$ cat config.mk
export PLATFORM = sky130hd
export DESIGN_NAME = mem_bridge_flat
export DESIGN_NICKNAME = d
export VERILOG_FILES = /design/src/rtl/mem_bridge_pkg.sv /design/src/rtl/mem_bridge_if.sv /design/src/rtl/mem_wbuf.sv /design/src/rtl/mem_bridge.sv /design/src/flat_wrapper.sv
export SDC_FILE = /design/constraint.sdc
export NUM_CORES = 1
export LEC_CHECK = 0
export BUFFER_PORTS_ARGS = -buffer_cell sky130_fd_sc_hd__buf_2
export CAP_MARGIN = 20
export CORE_UTILIZATION = 50
export CTS_BUF_LIST = sky130_fd_sc_hd__clkbuf_8
export CTS_CLUSTER_DIAMETER = 50
export DETAILED_ROUTE_END_ITERATION = 12
export GPL_ROUTABILITY_DRIVEN = 0
export PLACE_DENSITY = 0.65
export SYNTH_ARGS = -nofsm -noshare
export SYNTH_HDL_FRONTEND = slang
export SYNTH_SLANG_ARGS = --single-unit
$ cat constraint.sdc
create_clock -name clk -period 20.6 [get_ports clk]
set_input_delay 5.15 -clock clk [delete_from_list [all_inputs] [get_ports clk]]
set_output_delay 5.15 -clock clk [all_outputs]
set_load 0.03 [all_outputs]
$ cat src/rtl/mem_bridge_pkg.sv
// Shared definitions for the core-to-memory bridge: FSM states, access decode, parameter defaults.
// No logic of its own; imported by the interface, the write buffer and the bridge top.
package mem_bridge_pkg;

  localparam int WB_DEPTH_DEF = 4;
  localparam int ADDR_W_DEF   = 7;
  localparam int DATA_W       = 32;

  typedef enum logic [2:0] {
    IDLE,
    DRAIN,
    RD_REQ,
    RD_WAIT,
    RD_DONE
  } state_t;

  typedef enum logic [1:0] {
    ACC_NONE,
    ACC_WR,
    ACC_RD
  } acc_t;

  // Core strobes are active-low; a write wins when WEN and OEN are both asserted.
  function automatic acc_t decode_acc(input logic cen, input logic wen, input logic oen);
    acc_t acc;
    acc = ACC_NONE;
    if (!cen && !wen) begin
      acc = ACC_WR;
    end else if (!cen && !oen) begin
      acc = ACC_RD;
    end
    return acc;
  endfunction

endpackage

$ cat src/rtl/mem_bridge_if.sv
// External memory request/response bus: one registered request, ready-accepted, read data on rvalid.
// master drives the request side, slave (the memory) drives ready and the read response.
interface mem_bridge_if
  import mem_bridge_pkg::*;
#(
  parameter int ADDR_W = ADDR_W_DEF
);

  logic              mem_req;
  logic              mem_we;
  logic [ADDR_W-1:0] mem_addr;
  logic [DATA_W-1:0] mem_wdata;
  logic              mem_ready;
  logic              mem_rvalid;
  logic [DATA_W-1:0] mem_rdata;

  modport master (
    output mem_req, mem_we, mem_addr, mem_wdata,
    input  mem_ready, mem_rvalid, mem_rdata
  );

  modport slave (
    input  mem_req, mem_we, mem_addr, mem_wdata,
    output mem_ready, mem_rvalid, mem_rdata
  );

endinterface

$ cat src/rtl/mem_wbuf.sv
// Circular write buffer with per-entry valid bits; push/pop take effect at the clock edge.
// Lookup is combinational and returns the youngest valid entry matching the address.
module mem_wbuf
  import mem_bridge_pkg::*;
#(
  parameter int  DEPTH  = WB_DEPTH_DEF,
  parameter int  ADDR_W = ADDR_W_DEF,
  localparam int PTR_W  = $clog2(DEPTH),
  localparam int CNT_W  = PTR_W + 1
) (
  input  logic              clk,
  input  logic              rst,
  input  logic              push,
  input  logic [ADDR_W-1:0] push_addr,
  input  logic [DATA_W-1:0] push_data,
  input  logic              pop,
  input  logic [ADDR_W-1:0] lookup_addr,
  output logic [CNT_W-1:0]  count,
  output logic              full,
  output logic              empty,
  output logic [ADDR_W-1:0] head_addr,
  output logic [DATA_W-1:0] head_data,
  output logic [ADDR_W-1:0] next_addr,
  output logic [DATA_W-1:0] next_data,
  output logic              hit,
  output logic [DATA_W-1:0] hit_data
);

  logic [ADDR_W-1:0] addr_q [DEPTH];
  logic [ADDR_W-1:0] addr_d [DEPTH];
  logic [DATA_W-1:0] data_q [DEPTH];
  logic [DATA_W-1:0] data_d [DEPTH];
  logic [DEPTH-1:0]  vld_q, vld_d;
  logic [PTR_W-1:0]  wr_ptr_q, wr_ptr_d;
  logic [PTR_W-1:0]  rd_ptr_q, rd_ptr_d;
  logic [PTR_W-1:0]  rd_nxt;
  logic [PTR_W-1:0]  idx;
  logic [CNT_W-1:0]  count_q, count_d;

  always_comb begin
    addr_d   = addr_q;
    data_d   = data_q;
    vld_d    = vld_q;
    wr_ptr_d = wr_ptr_q;
    rd_ptr_d = rd_ptr_q;
    count_d  = count_q + CNT_W'(push) - CNT_W'(pop);
    if (pop) begin
      vld_d[rd_ptr_q] = 1'b0;
      rd_ptr_d        = rd_ptr_q + PTR_W'(1);
    end
    if (push) begin
      vld_d[wr_ptr_q]  = 1'b1;
      addr_d[wr_ptr_q] = push_addr;
      data_d[wr_ptr_q] = push_data;
      wr_ptr_d         = wr_ptr_q + PTR_W'(1);
    end
  end

  always_ff @(posedge clk or posedge rst) begin
    if (rst) begin
      for (int i = 0; i < DEPTH; i++) begin
        addr_q[i] <= '0;
        data_q[i] <= '0;
      end
      vld_q    <= '0;
      wr_ptr_q <= '0;
      rd_ptr_q <= '0;
      count_q  <= '0;
    end else begin
      addr_q   <= addr_d;
      data_q   <= data_d;
      vld_q    <= vld_d;
      wr_ptr_q <= wr_ptr_d;
      rd_ptr_q <= rd_ptr_d;
      count_q  <= count_d;
    end
  end

  // Walk from oldest to youngest so the last match found is the youngest.
  always_comb begin
    hit      = 1'b0;
    hit_data = '0;
    idx      = '0;
    for (int i = 0; i < DEPTH; i++) begin
      idx = rd_ptr_q + PTR_W'(i);
      if (vld_q[idx] && (addr_q[idx] == lookup_addr)) begin
        hit      = 1'b1;
        hit_data = data_q[idx];
      end
    end
  end

  assign rd_nxt    = rd_ptr_q + PTR_W'(1);
  assign head_addr = addr_q[rd_ptr_q];
  assign head_data = data_q[rd_ptr_q];
  assign next_addr = addr_q[rd_nxt];
  assign next_data = data_q[rd_nxt];
  assign count     = count_q;
  assign full      = (count_q == CNT_W'(DEPTH));
  assign empty     = (count_q == '0);

endmodule

$ cat src/rtl/mem_bridge.sv
// Core SRAM-style port to external memory: writes are posted through mem_wbuf, read hits bypass,
// read misses stall the core for 3 cycles plus memory wait states; one memory transaction at a time.
module mem_bridge
  import mem_bridge_pkg::*;
#(
  parameter int  WB_DEPTH = WB_DEPTH_DEF,
  parameter int  ADDR_W   = ADDR_W_DEF,
  localparam int CNT_W    = $clog2(WB_DEPTH) + 1
) (
  input  logic              clk,
  input  logic              rst,
  input  logic              CEN,
  input  logic              WEN,
  input  logic              OEN,
  input  logic [ADDR_W-1:0] A,
  input  logic [DATA_W-1:0] Data2Mem,
  output logic [DATA_W-1:0] ReadDataMem,
  output logic              stall,
  mem_bridge_if.master      mem
);

  acc_t              acc;
  logic              core_wr, core_rd, rd_miss;
  logic              push, pop;
  logic [CNT_W-1:0]  wb_count;
  logic              wb_full, wb_empty, wb_hit;
  logic [ADDR_W-1:0] head_addr, next_addr;
  logic [DATA_W-1:0] head_data, next_data, hit_data;

  state_t            state_q, state_d;
  logic              mem_req_q, mem_req_d;
  logic              mem_we_q, mem_we_d;
  logic [ADDR_W-1:0] mem_addr_q, mem_addr_d;
  logic [DATA_W-1:0] mem_wdata_q, mem_wdata_d;
  logic [DATA_W-1:0] hold_q, hold_d;

  assign acc     = decode_acc(CEN, WEN, OEN);
  assign core_wr = (acc == ACC_WR);
  assign core_rd = (acc == ACC_RD);
  assign push    = core_wr && !wb_full;
  assign rd_miss = core_rd && !wb_hit;

  mem_wbuf #(
    .DEPTH  (WB_DEPTH),
    .ADDR_W (ADDR_W)
  ) u_wbuf (
    .clk         (clk),
    .rst         (rst),
    .push        (push),
    .push_addr   (A),
    .push_data   (Data2Mem),
    .pop         (pop),
    .lookup_addr (A),
    .count       (wb_count),
    .full        (wb_full),
    .empty       (wb_empty),
    .head_addr   (head_addr),
    .head_data   (head_data),
    .next_addr   (next_addr),
    .next_data   (next_data),
    .hit         (wb_hit),
    .hit_data    (hit_data)
  );

  always_comb begin
    state_d     = state_q;
    mem_req_d   = mem_req_q;
    mem_we_d    = mem_we_q;
    mem_addr_d  = mem_addr_q;
    mem_wdata_d = mem_wdata_q;
    hold_d      = hold_q;
    pop         = 1'b0;
    case (state_q)
      IDLE: begin
        if (rd_miss) begin
          state_d    = RD_REQ;
          mem_req_d  = 1'b1;
          mem_we_d   = 1'b0;
          mem_addr_d = A;
        end else if (!wb_empty) begin
          state_d     = DRAIN;
          mem_req_d   = 1'b1;
          mem_we_d    = 1'b1;
          mem_addr_d  = head_addr;
          mem_wdata_d = head_data;
        end
      end
      DRAIN: begin
        if (mem.mem_ready) begin
          pop = 1'b1;
          if (rd_miss) begin
            state_d    = RD_REQ;
            mem_we_d   = 1'b0;
            mem_addr_d = A;
          end else if (wb_count > CNT_W'(1)) begin
            mem_addr_d  = next_addr;
            mem_wdata_d = next_data;
          end else if (push) begin
            // Last entry leaves as a new one lands in the slot right behind it.
            mem_addr_d  = A;
            mem_wdata_d = Data2Mem;
          end else begin
            state_d   = IDLE;
            mem_req_d = 1'b0;
            mem_we_d  = 1'b0;
          end
        end
      end
      RD_REQ: begin
        if (mem.mem_ready) begin
          state_d   = RD_WAIT;
          mem_req_d = 1'b0;
        end
      end
      RD_WAIT: begin
        if (mem.mem_rvalid) begin
          state_d = RD_DONE;
          hold_d  = mem.mem_rdata;
        end
      end
      RD_DONE: begin
        if (!wb_empty) begin
          state_d     = DRAIN;
          mem_req_d   = 1'b1;
          mem_we_d    = 1'b1;
          mem_addr_d  = head_addr;
          mem_wdata_d = head_data;
        end else begin
          state_d = IDLE;
        end
      end
      default: state_d = IDLE;
    endcase
  end

  always_ff @(posedge clk or posedge rst) begin
    if (rst) begin
      state_q     <= IDLE;
      mem_req_q   <= 1'b0;
      mem_we_q    <= 1'b0;
      mem_addr_q  <= '0;
      mem_wdata_q <= '0;
      hold_q      <= '0;
    end else begin
      state_q     <= state_d;
      mem_req_q   <= mem_req_d;
      mem_we_q    <= mem_we_d;
      mem_addr_q  <= mem_addr_d;
      mem_wdata_q <= mem_wdata_d;
      hold_q      <= hold_d;
    end
  end

  // Full comes from the registered count, so a pop in the same cycle still stalls the write.
  assign stall       = (core_wr && wb_full) || (rd_miss && (state_q != RD_DONE));
  assign ReadDataMem = (state_q == RD_DONE)  ? hold_q   :
                       (core_rd && wb_hit)   ? hit_data : '0;

  assign mem.mem_req   = mem_req_q;
  assign mem.mem_we    = mem_we_q;
  assign mem.mem_addr  = mem_addr_q;
  assign mem.mem_wdata = mem_wdata_q;

endmodule
$ cat src/flat_wrapper.sv
// flat-port wrapper written by rule: the top's interface ports become plain ports
module mem_bridge_flat import mem_bridge_pkg::*;
#(
  parameter int  WB_DEPTH = WB_DEPTH_DEF,
  parameter int  ADDR_W   = ADDR_W_DEF,
  localparam int CNT_W    = $clog2(WB_DEPTH) + 1
)
  (clk, rst, CEN, WEN, OEN, A, Data2Mem, ReadDataMem, stall, mem_mem_req, mem_mem_we, mem_mem_addr, mem_mem_wdata, mem_mem_ready, mem_mem_rvalid, mem_mem_rdata);
  mem_bridge_if #(.ADDR_W(ADDR_W)) mem_i ();
  input  logic clk;
  input  logic rst;
  input  logic CEN;
  input  logic WEN;
  input  logic OEN;
  input  logic [ADDR_W-1:0] A;
  input  logic [DATA_W-1:0] Data2Mem;
  output logic [DATA_W-1:0] ReadDataMem;
  output logic stall;
  output wire logic [$bits(mem_i.mem_req)-1:0] mem_mem_req;
  output wire logic [$bits(mem_i.mem_we)-1:0] mem_mem_we;
  output wire logic [$bits(mem_i.mem_addr)-1:0] mem_mem_addr;
  output wire logic [$bits(mem_i.mem_wdata)-1:0] mem_mem_wdata;
  input wire logic [$bits(mem_i.mem_ready)-1:0] mem_mem_ready;
  input wire logic [$bits(mem_i.mem_rvalid)-1:0] mem_mem_rvalid;
  input wire logic [$bits(mem_i.mem_rdata)-1:0] mem_mem_rdata;
  assign mem_mem_req = mem_i.mem_req;
  assign mem_mem_we = mem_i.mem_we;
  assign mem_mem_addr = mem_i.mem_addr;
  assign mem_mem_wdata = mem_i.mem_wdata;
  assign mem_i.mem_ready = mem_mem_ready;
  assign mem_i.mem_rvalid = mem_mem_rvalid;
  assign mem_i.mem_rdata = mem_mem_rdata;
  mem_bridge #(.WB_DEPTH(WB_DEPTH), .ADDR_W(ADDR_W)) u_core (.clk(clk), .rst(rst), .CEN(CEN), .WEN(WEN), .OEN(OEN), .A(A), .Data2Mem(Data2Mem), .ReadDataMem(ReadDataMem), .stall(stall), .mem(mem_i));
endmodule
==> results by group <==
Run status
  – Run status: finished, final reports clean

Setup path
  – CP most frequent cell: buf_2
  – Crit path arrival time: just over 8000 ps
  – Slowest Stage Delay on Critical Path: just over 700 ps
  – R2R setup slack: approximately 15000 ps
  – R2r startpoint: u_core.u_wbuf.rd_ptr_q[0]$_DFFE_PP0P_
  – Critical path startpoint category: input pin
  – Reg2reg end: u_core.mem.mem_wdata[14]$_DFFE_PP0P_
  – Worst Setup Path Type: input pin to primary output
  – Critical Path End Type: primary output
  – CP startpoint: A[3]
  – Cell Chain, Critical Path: buf_2 > xnor2_1 > o21ai_0 > nand4_1 > or4b_2 > nor2_4 > buf_16 > a22oi_1 > a211oi_1 > a221o_1 > buf_2
  – Worst path slowest cell: or4b_2
  – Worst EP required: roughly 15000 ps
  – R2R cell count: 12
  – Worst-path fanout max: 17

GRT
  – Grt ovf: 0
  – Initial antenna violation count: 5
  – Pin count of the biggest net entering global routing: 110
  – Routing usage on met2: 41.6%
  – Met3 Use GR: 5.54%
  – GRT Overall Usage: around 27%
  – Global-route wire length before repair: 68500 um
  – M1 GR Usage: a little under two fifths
  – Top Usage Layer GRT: met2
  – Number of global-route vias before repair: about 12000

Clock network
  – Hold Buf Count CTS: 0
  – Longest Clk Path Bufs: 3
  – CTS Root Buffer Type: clkbuf_8
  – Number of gates resized after cts: 0
  – Cts bufs inserted: 44
  – Clock slew at reported path FFs: about 60 ps
  – H-tree Lvls: 2
  – Sink Count: roughly 240
  – Clock Latency Late Sink: ~570 ps
  – Post-CTS Setup Bufs: 0
  – CTS tree: built

Timing
  – Slew at the pin closest to its max-slew limit: between 1000 and 1500 ps
  – Final hold violation count: 0
  – Final period util: approximately 65%
  – Clock Skews: around 13 ps
  – Setup violations, final: 0
  – Setup TNS: 0 ps
  – Pins Over Slew Limit: 0
  – Post-route setup slack: around 7300 ps
  – Tmin final: approximately 13000 ps
  – Fmax: 0.0750 GHz
  – Worst slew margin: 31.4%
  – RSZ-0062 raised after global routing: no

Synth
  – Synth area leaders: dfrtp_1 38%, mux4_2 20%, mux2_2 12%
  – Post-Synth Simple-Gate Area: approximately 8.0%
  – Post-Syn Nets: between 1000 and 1500
  – Ys flop type: dfrtp_1
  – Syn Area/Cell: around 12 um^2
  – Post-synthesis xor/xnor area fraction: 2.20%
  – Compound-Gate Fraction of Synth Area: a little over a tenth
  – Cell taking the most area after synthesis: dfrtp_1
  – Distinct cells, synth: between 60 and 70
  – Post-synthesis async set-or-reset flop share: between 90% and 100%
  – Share of the synthesized area in the top cell type: approximately two fifths
  – Sequential share of the synthesized area: 38.1%
  – Adder-cell share of the synthesized area: roughly 1.1%
  – Post-synth EDFFs: 0
  – Synth warnings: 0
  – Yosys reg bits: between 200 and 250
  – Mapped cell area: 16000 um^2
  – Main combinational cell family by area after synthesis: multiplexers
  – Multiplexer area fraction after synthesis: 36.3%
  – Post-Syn Instances: between 1000 and 1500

Power
  – Leakage: 7.72 nW
  – Worst vdd ir: between 0.0001 and 0.00015 V
  – Pwr dens: approximately 190 nW/um^2

Detailed routing
  – Routed WL per cell: 22.7 um
  – Drt drc: 0
  – Via density per instance: about 6.4
  – 1st-iter DRT viols: roughly 960
  – Vias: approximately 12000
  – Routed WL: around 43000 um
  – First drt pass iteration count: 5
  – DRT antenna net count: 0

Die
  – Chip Width: 181 um
  – Initial Util: about half
  – Ports: about 150
  – Core ar.: about 31000 um^2
  – Chip height: ~180 um
  – DIE AREA: between 30000 and 40000 um^2
  – Cell row count: between 60 and 70

Final layout
  – Final nets: roughly 1500
  – Layout cells sized above 1: ~39%
  – Area growth, synth to finish: 12.3%
  – Register area: 6090 um^2
  – Non-Filler Instances: roughly 1900
  – Commonest non-fill, non-tap cells in the layout: 241 x dfrtp_1, 172 x mux2_2, 167 x nand2_1
  – Commonest non-fill, non-tap cell in the layout: dfrtp_1
  – # fillers: 2698
  – Multi-input combinational cell area: 9310 um^2

Placed design
  – Post-DP HPWL: 26100 um
  – DP Worst Slack: between 7000 and 8000 ps
  – Port Buffers: roughly 150
  – Inst Count DP: between 1500 and 2000

Flow run
  – Max cap viols: 0

Min path
  – Min-delay src: u_core.hold_q[4]$_DFFE_PP0P_
  – Worst Hold Class: flop to flop
  – Hold Path Sink: u_core.hold_q[4]$_DFFE_PP0P_
  – Hold Crit Depth: 2
power breakdown:
group | leakage (nW) | internal, W | total, W | switching, W
clock network | 0.527 | 0.000274 | 0.000483 | 0.000209
logic | 4.25 | 0.00102 | 0.00199 | 0.000969
registers | 2.94 | 0.000723 | 0.000997 | 0.000274
cell usage after synthesis (all sizes together) (2+ instances only):
library cell,number
o311a,2
dfrtp,243
a222oi,4
o32ai,4
o2bb2ai,2
o21ai,37
mux4,142
a221oi,2
o221ai,2
nor2,83
clkbuf,70
a31oi,8
nand4,4
buf,42
a22oi,35
a31o,3
ha,12
o22a,3
o211ai,3
a211oi,34
and3,3
a32oi,3
nand4b,2
a21o,2
clkinv,2
xnor2,27
and2,9
nand2b,3
mux2i,64
xor2,13
nand2,172
a21oi,47
a221o,31
nor3,6
nor2b,2
o22ai,2
mux2,173
inv,22
o311ai,4
nand3,10
per-layer routing:
metal | routed length (um) | vias up
met5 | 11 | -
met4 | 1050 | 2
met3 | 3190 | 74
met2 | 19900 | 505
met1 | 18800 | 6141
li1 | - | 5364
worst max path at each step:
stage,endpoint,slack [ps]
finish,ReadDataMem[18],7260
global route,ReadDataMem[25],7100
CTS,ReadDataMem[25],7100
detailed placement,ReadDataMem[30],7080
global placement,ReadDataMem[30],7140
floorplan,ReadDataMem[10],7990
cells by family after synthesis:
kind of cell             count (synthesis)
AO/OA/AOI/OAI                          232
XOR/XNOR                                40
multiplexers                           379
buffers and inverters                  136
AND/OR/NAND/NOR                        301
flip-flops                             243
adder cells (fa/ha/maj)                 13
sequential cells by signal (all words and copies together) (netlist names):
name / cells
u_core.mem.mem_req: 1
u_core.u_wbuf.addr_q: 28
u_core.state_q: 3
u_core.u_wbuf.count: 3
u_core.u_wbuf.wr_ptr_q: 2
u_core.mem.mem_we: 1
u_core.hold_q: 32
u_core.mem.mem_addr: 7
u_core.u_wbuf.rd_ptr_q: 2
u_core.mem.mem_wdata: 32
u_core.u_wbuf.data_q: 128
u_core.u_wbuf.vld_q: 4
cell type report:
| class | count | area share, % |
|---|---|---|
| Sequential cell | 243 | 34.0 |
| Multi-Input combinational cell | 965 | 52.0 |
| Timing Repair Buffer | 176 | 5.49 |
| Clock inverter | 24 | 1.03 |
| Clock buffer | 54 | 4.15 |
| Tap cell | 402 | 2.81 |
| Inverter | 24 | 0.545 |
| Antenna cell | 2 | 0.0279 |
worst max-delay path: cells and delay by family:
kind | cells | cell delay, ps
and+or+nand+nor | 3 | 1380
xor gates and xnor gates | 1 | 140
AOI/OAI and AO/OA | 4 | 770
buffers and inverters | 3 | 720
stage by stage:
step	hold WS [ps]	area, um^2	power, W	util [%]
after floorplan	446	16000	0.00254	-
after global placement	461	16900	0.00291	53.8
after detailed placement	466	16900	0.00297	53.8
after CTS	484	17800	0.00347	56.7
after global routing	498	17900	0.00371	56.9
final	482	17900	0.00347	56.9
Note: power is estimated with default switching activity, not from simulation.
